`src/rtl/led_blinker_pkg.sv`:
```
// Shared types and helpers for the multi-channel LED blinker.
//   mode_t    : per-channel operating mode (2 bits)
//   state_t   : per-channel phase FSM state, explicit legacy encodings
//   tick_div  : clk cycles per phase-counter tick
package led_blinker_pkg;

    localparam int unsigned MODE_W  = 2;
    localparam int unsigned STATE_W = 2;

    typedef enum logic [MODE_W-1:0] {
        MODE_OFF     = 2'd0,
        MODE_ON      = 2'd1,
        MODE_BLINK   = 2'd2,
        MODE_ONESHOT = 2'd3
    } mode_t;

    typedef enum logic [STATE_W-1:0] {
        ST_IDLE  = 2'd0,
        ST_PH_HI = 2'd1,
        ST_PH_LO = 2'd2
    } state_t;

    function automatic int unsigned tick_div(input int unsigned clk_hz,
                                             input int unsigned tick_hz);
        return clk_hz / tick_hz;
    endfunction

endpackage

```
`src/rtl/led_blinker_multi_tick_prescaler.sv`:
```
// tick_prescaler: free-running divider producing a one-clk tick every
// CLK_HZ/TICK_HZ cycles (count 0..DIV-1, tick while count == DIV-1).
// Ports:
//   clk         in  system clock
//   async_reset in  synchronous active-low reset
//   tick        out one-cycle strobe
module tick_prescaler
    import led_blinker_pkg::*;
#(
    parameter int unsigned CLK_HZ  = 50_000_000,
    parameter int unsigned TICK_HZ = 1_000
) (
    input  logic clk,
    input  logic async_reset,
    output logic tick
);

    localparam int unsigned DIV   = tick_div(CLK_HZ, TICK_HZ);
    localparam int unsigned DIV_W = $clog2(DIV);
    localparam logic [DIV_W-1:0] LAST = DIV_W'(DIV - 1);

    logic [DIV_W-1:0] cnt_q, cnt_d;

    always_comb begin
        cnt_d = (cnt_q == LAST) ? '0 : cnt_q + DIV_W'(1);
    end

    always_ff @(posedge clk) begin
        if (!async_reset) cnt_q <= '0;
        else              cnt_q <= cnt_d;
    end

    assign tick = (cnt_q == LAST);

endmodule

```
`src/rtl/led_blinker_multi.sv`:
```
// led_blinker_multi: N-channel LED blinker. A rising edge on toggle[i]
// flips the enable of channel i; each channel runs its own phase FSM and
// tick counter in the selected mode (OFF/ON/BLINK/ONESHOT) with a runtime
// half-period. One shared tick prescaler.
// Ports:
//   clk          in  system clock
//   async_reset  in  synchronous active-low reset
//   toggle       in  [CHANNELS] enable-toggle requests (rising edge)
//   mode         in  [2*CHANNELS] channel i mode at [2i+1:2i]
//   half_period  in  [PERIOD_W*CHANNELS] channel i half-period in ticks
//   blinking     out [CHANNELS] registered LED drive
//   active       out [CHANNELS] registered enable state
// Configuration macro: LED_BLINKER_SYNC_TOGGLE_EN adds a 2-flop
// synchroniser on toggle (toggle->active latency 3 cycles instead of 1).
module led_blinker_multi
    import led_blinker_pkg::*;
#(
    parameter int unsigned CHANNELS = 3,
    parameter int unsigned CLK_HZ   = 50_000_000,
    parameter int unsigned TICK_HZ  = 1_000,
    parameter int unsigned PERIOD_W = 12
) (
    input  logic                         clk,
    input  logic                         async_reset,
    input  logic [CHANNELS-1:0]          toggle,
    input  logic [2*CHANNELS-1:0]        mode,
    input  logic [PERIOD_W*CHANNELS-1:0] half_period,
    output logic [CHANNELS-1:0]          blinking,
    output logic [CHANNELS-1:0]          active
);

    logic tick;

    tick_prescaler #(
        .CLK_HZ (CLK_HZ),
        .TICK_HZ(TICK_HZ)
    ) u_prescaler (
        .clk        (clk),
        .async_reset(async_reset),
        .tick       (tick)
    );

    logic [CHANNELS-1:0] tog_in;

`ifdef LED_BLINKER_SYNC_TOGGLE_EN
    logic [CHANNELS-1:0] sync1_q, sync1_d, sync2_q, sync2_d;

    always_comb begin
        sync1_d = toggle;
        sync2_d = sync1_q;
    end

    always_ff @(posedge clk) begin
        if (!async_reset) begin
            sync1_q <= '0;
            sync2_q <= '0;
        end else begin
            sync1_q <= sync1_d;
            sync2_q <= sync2_d;
        end
    end

    assign tog_in = sync2_q;
`else
    assign tog_in = toggle;
`endif

    // Edge register resets high so a line held high through reset is not
    // taken as a fresh press once reset releases.
    logic [CHANNELS-1:0] toggle_q, toggle_d, rise;

    always_comb begin
        toggle_d = tog_in;
    end

    always_ff @(posedge clk) begin
        if (!async_reset) toggle_q <= '1;
        else              toggle_q <= toggle_d;
    end

    assign rise = tog_in & ~toggle_q;

    for (genvar i = 0; i < CHANNELS; i++) begin : g_ch
        mode_t               m;
        logic [PERIOD_W-1:0] hp_in, hp_clamp;
        state_t              state_q, state_d;
        mode_t               mode_q;
        logic [PERIOD_W-1:0] cnt_q, cnt_d, hp_q, hp_d;
        logic                act_q, act_d, blink_q, blink_d;
        logic                en, done, last;

        assign m        = mode_t'(mode[2*i +: 2]);
        assign hp_in    = half_period[PERIOD_W*i +: PERIOD_W];
        assign hp_clamp = (hp_in == '0) ? PERIOD_W'(1) : hp_in;
        assign last     = tick && (cnt_q == hp_q - PERIOD_W'(1));

        // en is the enable after this edge's toggle; a toggle rise on the
        // same edge as ONESHOT completion therefore still ends disabled.
        always_comb begin
            state_d = state_q;
            cnt_d   = cnt_q;
            hp_d    = hp_q;
            done    = 1'b0;
            en      = act_q ^ rise[i];
            if (!en) begin
                state_d = ST_IDLE;
                cnt_d   = '0;
            end else begin
                case (state_q)
                    ST_IDLE: begin
                        if (m != MODE_OFF) begin
                            state_d = ST_PH_HI;
                            cnt_d   = '0;
                            hp_d    = hp_clamp;
                        end
                    end
                    ST_PH_HI, ST_PH_LO: begin
                        if (m == MODE_OFF) begin
                            state_d = ST_IDLE;
                            cnt_d   = '0;
                        end else if (m != mode_q) begin
                            state_d = ST_PH_HI;
                            cnt_d   = '0;
                            hp_d    = hp_clamp;
                        end else if (state_q == ST_PH_HI) begin
                            if (m != MODE_ON && tick) begin
                                if (last) begin
                                    cnt_d = '0;
                                    if (m == MODE_BLINK) begin
                                        state_d = ST_PH_LO;
                                    end else begin
                                        state_d = ST_IDLE;
                                        done    = 1'b1;
                                    end
                                end else begin
                                    cnt_d = cnt_q + PERIOD_W'(1);
                                end
                            end
                        end else if (tick) begin
                            if (last) begin
                                state_d = ST_PH_HI;
                                cnt_d   = '0;
                                hp_d    = hp_clamp;
                            end else begin
                                cnt_d = cnt_q + PERIOD_W'(1);
                            end
                        end
                    end
                    default: begin
                        state_d = ST_IDLE;
                        cnt_d   = '0;
                    end
                endcase
            end
            act_d   = en & ~done;
            blink_d = (state_d == ST_PH_HI);
        end

        always_ff @(posedge clk) begin
            if (!async_reset) begin
                state_q <= ST_IDLE;
                mode_q  <= MODE_OFF;
                cnt_q   <= '0;
                hp_q    <= PERIOD_W'(1);
                act_q   <= 1'b0;
                blink_q <= 1'b0;
            end else begin
                state_q <= state_d;
                mode_q  <= m;
                cnt_q   <= cnt_d;
                hp_q    <= hp_d;
                act_q   <= act_d;
                blink_q <= blink_d;
            end
        end

        assign blinking[i] = blink_q;
        assign active[i]   = act_q;
    end

endmodule
```
`config.mk`:
```
export PLATFORM = sky130hd
export DESIGN_NAME = led_blinker_multi
export DESIGN_NICKNAME = d
export VERILOG_FILES = /design/src/rtl/led_blinker_pkg.sv /design/src/rtl/led_blinker_multi_tick_prescaler.sv /design/src/rtl/led_blinker_multi.sv
export SDC_FILE = /design/constraint.sdc
export NUM_CORES = 1
export LEC_CHECK = 0
export CORE_MARGIN = 2
export CORE_UTILIZATION = 58
export DETAILED_ROUTE_END_ITERATION = 10
export DONT_BUFFER_PORTS = 1
export PLACE_DENSITY = 0.76
export SLEW_MARGIN = 10
export SYNTH_ARGS = -nofsm -noshare
export SYNTH_HDL_FRONTEND = slang
export SYNTH_HIERARCHICAL = 1
export SYNTH_SLANG_ARGS = --single-unit
```
`constraint.sdc`:
```
create_clock -name clk -period 3.5 [get_ports clk]
set_input_delay 0.525 -clock clk [delete_from_list [all_inputs] [get_ports clk]]
set_output_delay 0.525 -clock clk [all_outputs]
set_load 0.005 [all_outputs]
```
==> results of run 1 <==
## through the flow
stage | power [mW] | std cells
floorplan | 1.64 | 749
global placement | 1.66 | 860
detailed placement | 1.68 | 860
CTS | 2.39 | 876
global route | 2.49 | 876
finish | 2.37 | 876
## worst max-delay path by stage
stage | end | slack [ns] | cells after the start
finish | g_ch[2].hp_q[11] | 0.13 | 10
CTS | g_ch[2].hp_q[10] | 0.04 | 10
global route | g_ch[0].hp_q[3] | -0.008 | 8
global placement | g_ch[2].hp_q[8] | 0.17 | 10
floorplan | g_ch[2].hp_q[10] | 0.06 | 10
detailed placement | g_ch[2].hp_q[10] | 0.07 | 10
## cell usage after synthesis (all sizes together) (2+ instances only)
master     n  area (µm²)
nor3      19        95.1
clkbuf    22        82.6
dfxtp    109        2180
o21a       6        45.0
a211o      4        35.0
o32ai      2        17.5
or3        6        37.5
and3b      2        17.5
nor4b      4        35.0
a311oi     3        26.3
a31o       2        17.5
inv       26        97.6
and2      12        75.1
nand3     29         145
nor3b      3        22.5
nand4     23         144
and3      14        87.6
a211oi     4        30.0
o31ai      3        22.5
or4b       5        53.8
nand2b    19         119
nand4b     3        26.3
buf       16         116
or4       11        93.8
nor4      23         174
o22ai      3        18.8
nand2     40         150
mux2i     23         230
o21ai     29         145
o211ai     4        30.0
o2111ai    2        17.5
nor2      78         293
nand3b     3        22.5
nor2b     31         194
or2        4        25.0
xor2      41         359
xnor2     53         464
ha        16         200
a31oi      6        37.5
a21oi     23         126
## cell type report
class,instances,area (µm²),share of cell area
multi-input combinational,576,3910,0.590
sequential,109,2180,0.330
tap,140,175,0.0264
clock buffer,14,163,0.0246
inverter,26,97.6,0.0147
timing repair buffer,9,80.1,0.0121
clock inverter,2,16.3,0.00246
## critical path, cell delays in order (launching register included)
cell	delay, ns
dfxtp_1	0.32
or4b_4	0.55
nor4_4	0.26
nand3_1	0.10
or4_4	0.53
or4_4	0.45
or4_4	0.44
a21oi_4	0.18
buf_12	0.16
mux2i_2	0.21
nor2b_1	0.07
## metal layers
layer / vias to the layer above / share of wire / track usage / wire, µm
li1: 2617 / - / - / -
met1: 2428 / 0.45 / 0.282 / 6060
met3: 13 / 0.044 / 0.0536 / 598
met2: 119 / 0.49 / 0.427 / 6680
met4: 0 / 0.013 / 0.0733 / 173
met5: - / 0 / 0 / 0
## sequential cells by signal, summed over array words and instances (netlist names)
name and flops:
g_ch.act_q 3, g_ch.blink_q 3, g_ch.cnt_q 36, g_ch.hp_q 36
g_ch.mode_q 6, g_ch.state_q 6, toggle_q 3, u_prescaler/cnt_q 16
## power breakdown
part	total, mW	switching, mW	internal, mW	leakage [nW]
Combinational	0.329	0.171	0.158	1.36
Sequential	1.33	0.0505	1.28	0.886
Clock	0.715	0.413	0.302	0.0873
## timing repair
item,CTS,global route
endpoints found under the hold margin,0,0
setup endpoints to repair,0,34
hold buffers,0,0
setup buffers,0,0
gates resized for setup,0,10
## cell families (layout without fill, tap and decap cells)
kind of cell | Yosys count | count (layout) | share of synthesized area
AO/OA/AOI/OAI | 108 | 108 | 0.115
XOR/XNOR | 95 | 95 | 0.133
adder cells (fa/ha/maj) | 16 | 16 | 0.0316
buffers and inverters | 64 | 51 | 0.0467
flip-flops | 109 | 109 | 0.344
multiplexers | 24 | 24 | 0.0381
AND/OR/NAND/NOR | 333 | 333 | 0.291
==> impl_metrics.json, run 1 <==
{
  "first_global_vias": 5106,
  "syn_inst": 749,
  "rows": 38,
  "n_antenna_cell": 0,
  "start_util": 0.590,
  "period_needed_ns": 3.37,
  "timing.hold.ws_ns": 0.223,
  "ff2ff_setup_slack_ns": 0.13,
  "final_util": 0.617,
  "num_vias": 5177,
  "drive_above_1_share": 0.0598,
  "drc": 0,
  "antenna_found_initial": 0,
  "syn_nets": 812,
  "cts.sinks": 109,
  "ys.flop_type": "dfxtp_1",
  "viasPerCell": 5.91,
  "core-area_mm2": 0.0107,
  "numPortBuffers": 0,
  "worst-r2r-cell-count": 10,
  "layout_common_cells": "dfxtp_1, nor2_1, xnor2_1, xor2_1, nand2_1",
  "drv_cap": 0,
  "leakage_nw": 2.33,
  "arrival_ns": 3.65,
  "grt_overflow": 0,
  "whs_path_depth": 1,
  "area_growth_pct": 4.42,
  "postRouteAntennaNets": 0,
  "die_h_um": 109,
  "final_common_cell": "dfxtp_1",
  "cts_tree": "done",
  "status": "finished, final reports clean",
  "htree_num_levels": 3,
  "fin_crit_sh": 0.964,
  "finalSetupViolCount": 0,
  "clock_path_buffers": 2,
  "io_pins": 53,
  "r2r-start": "u_prescaler/cnt_q[10]",
  "synth.distinct_cells": 74,
  "tightest_slew_ns": 0.621,
  "drv_slew": 0,
  "ys_seq_area_frac": 0.344,
  "max_freq_mhz": 296,
  "drt_wl_total_um": 13500,
  "crit_type": "reg2reg",
  "synth-async-reset-ratio": 0,
  "firstDrtPassIters": 4,
  "final_nets": 794,
  "cts.clk_slew.worst_paths_ns": 0.09,
  "ys_warn_count": 6,
  "hold_violations": 0,
  "dp_hpwl_um": 10000,
  "hold_path_class": "in2reg",
  "synth_edf_count": 0,
  "routabilityCongestion": 0.875,
  "syn_avg_cell_area_um2": 8.47,
  "r2r-end": "g_ch[2].hp_q[11]",
  "grt_pass1_wl_um": 22500,
  "critPathCaptureType": "flip-flop",
  "startpoint": "u_prescaler/cnt_q[10]",
  "cts_buffers": 9,
  "clockRootBuffer": "clkbuf_8",
  "cp_max_fo": 13,
  "clock_latency_ns": 0.38,
  "tns_ns": 0,
  "design.die.area_mm2": 0.0118,
  "drt_iter0_drc": 272,
  "critPathRequiredTime_ns": 3.77,
  "vdd_ir_drop_max_mv": 0.324,
  "wl_per_cell_um": 15.4,
  "min_to": "g_ch[1].hp_q[0]",
  "grt_max_degree": 62,
  "fin_ws_ns": 0.125,
  "final.setup_skew_ns": 0.0124,
  "pre_cts_ws_ns": 0.0675,
  "p_per_area_mw_per_mm2": 358,
  "slew_headroom": 0.582,
  "ys_seq_elements": 109,
  "startpoint_type": "flip-flop",
  "dpl-instance-area_mm2": 0.00640,
  "syn_area_mm2": 0.00634,
  "fillCellCount": 964,
  "fp.dieW_um": 109,
  "hp-start": "async_reset",
  "fin_area_mm2": 0.00663,
  "grt_usage": 0.238
}
Note: power is estimated with default switching activity, not from simulation.
==> run 2: changes to the inputs <==
--- a/config.mk
+++ b/config.mk
@@ -5,6 +5,7 @@
 export SDC_FILE = /design/constraint.sdc
 export NUM_CORES = 1
 export LEC_CHECK = 0
+export CAP_MARGIN = 0
 export CORE_MARGIN = 2
 export CORE_UTILIZATION = 58
 export DETAILED_ROUTE_END_ITERATION = 10
==> results of run 2 <==
No change in the layout: final DEF, timing and power equal those of run 1.
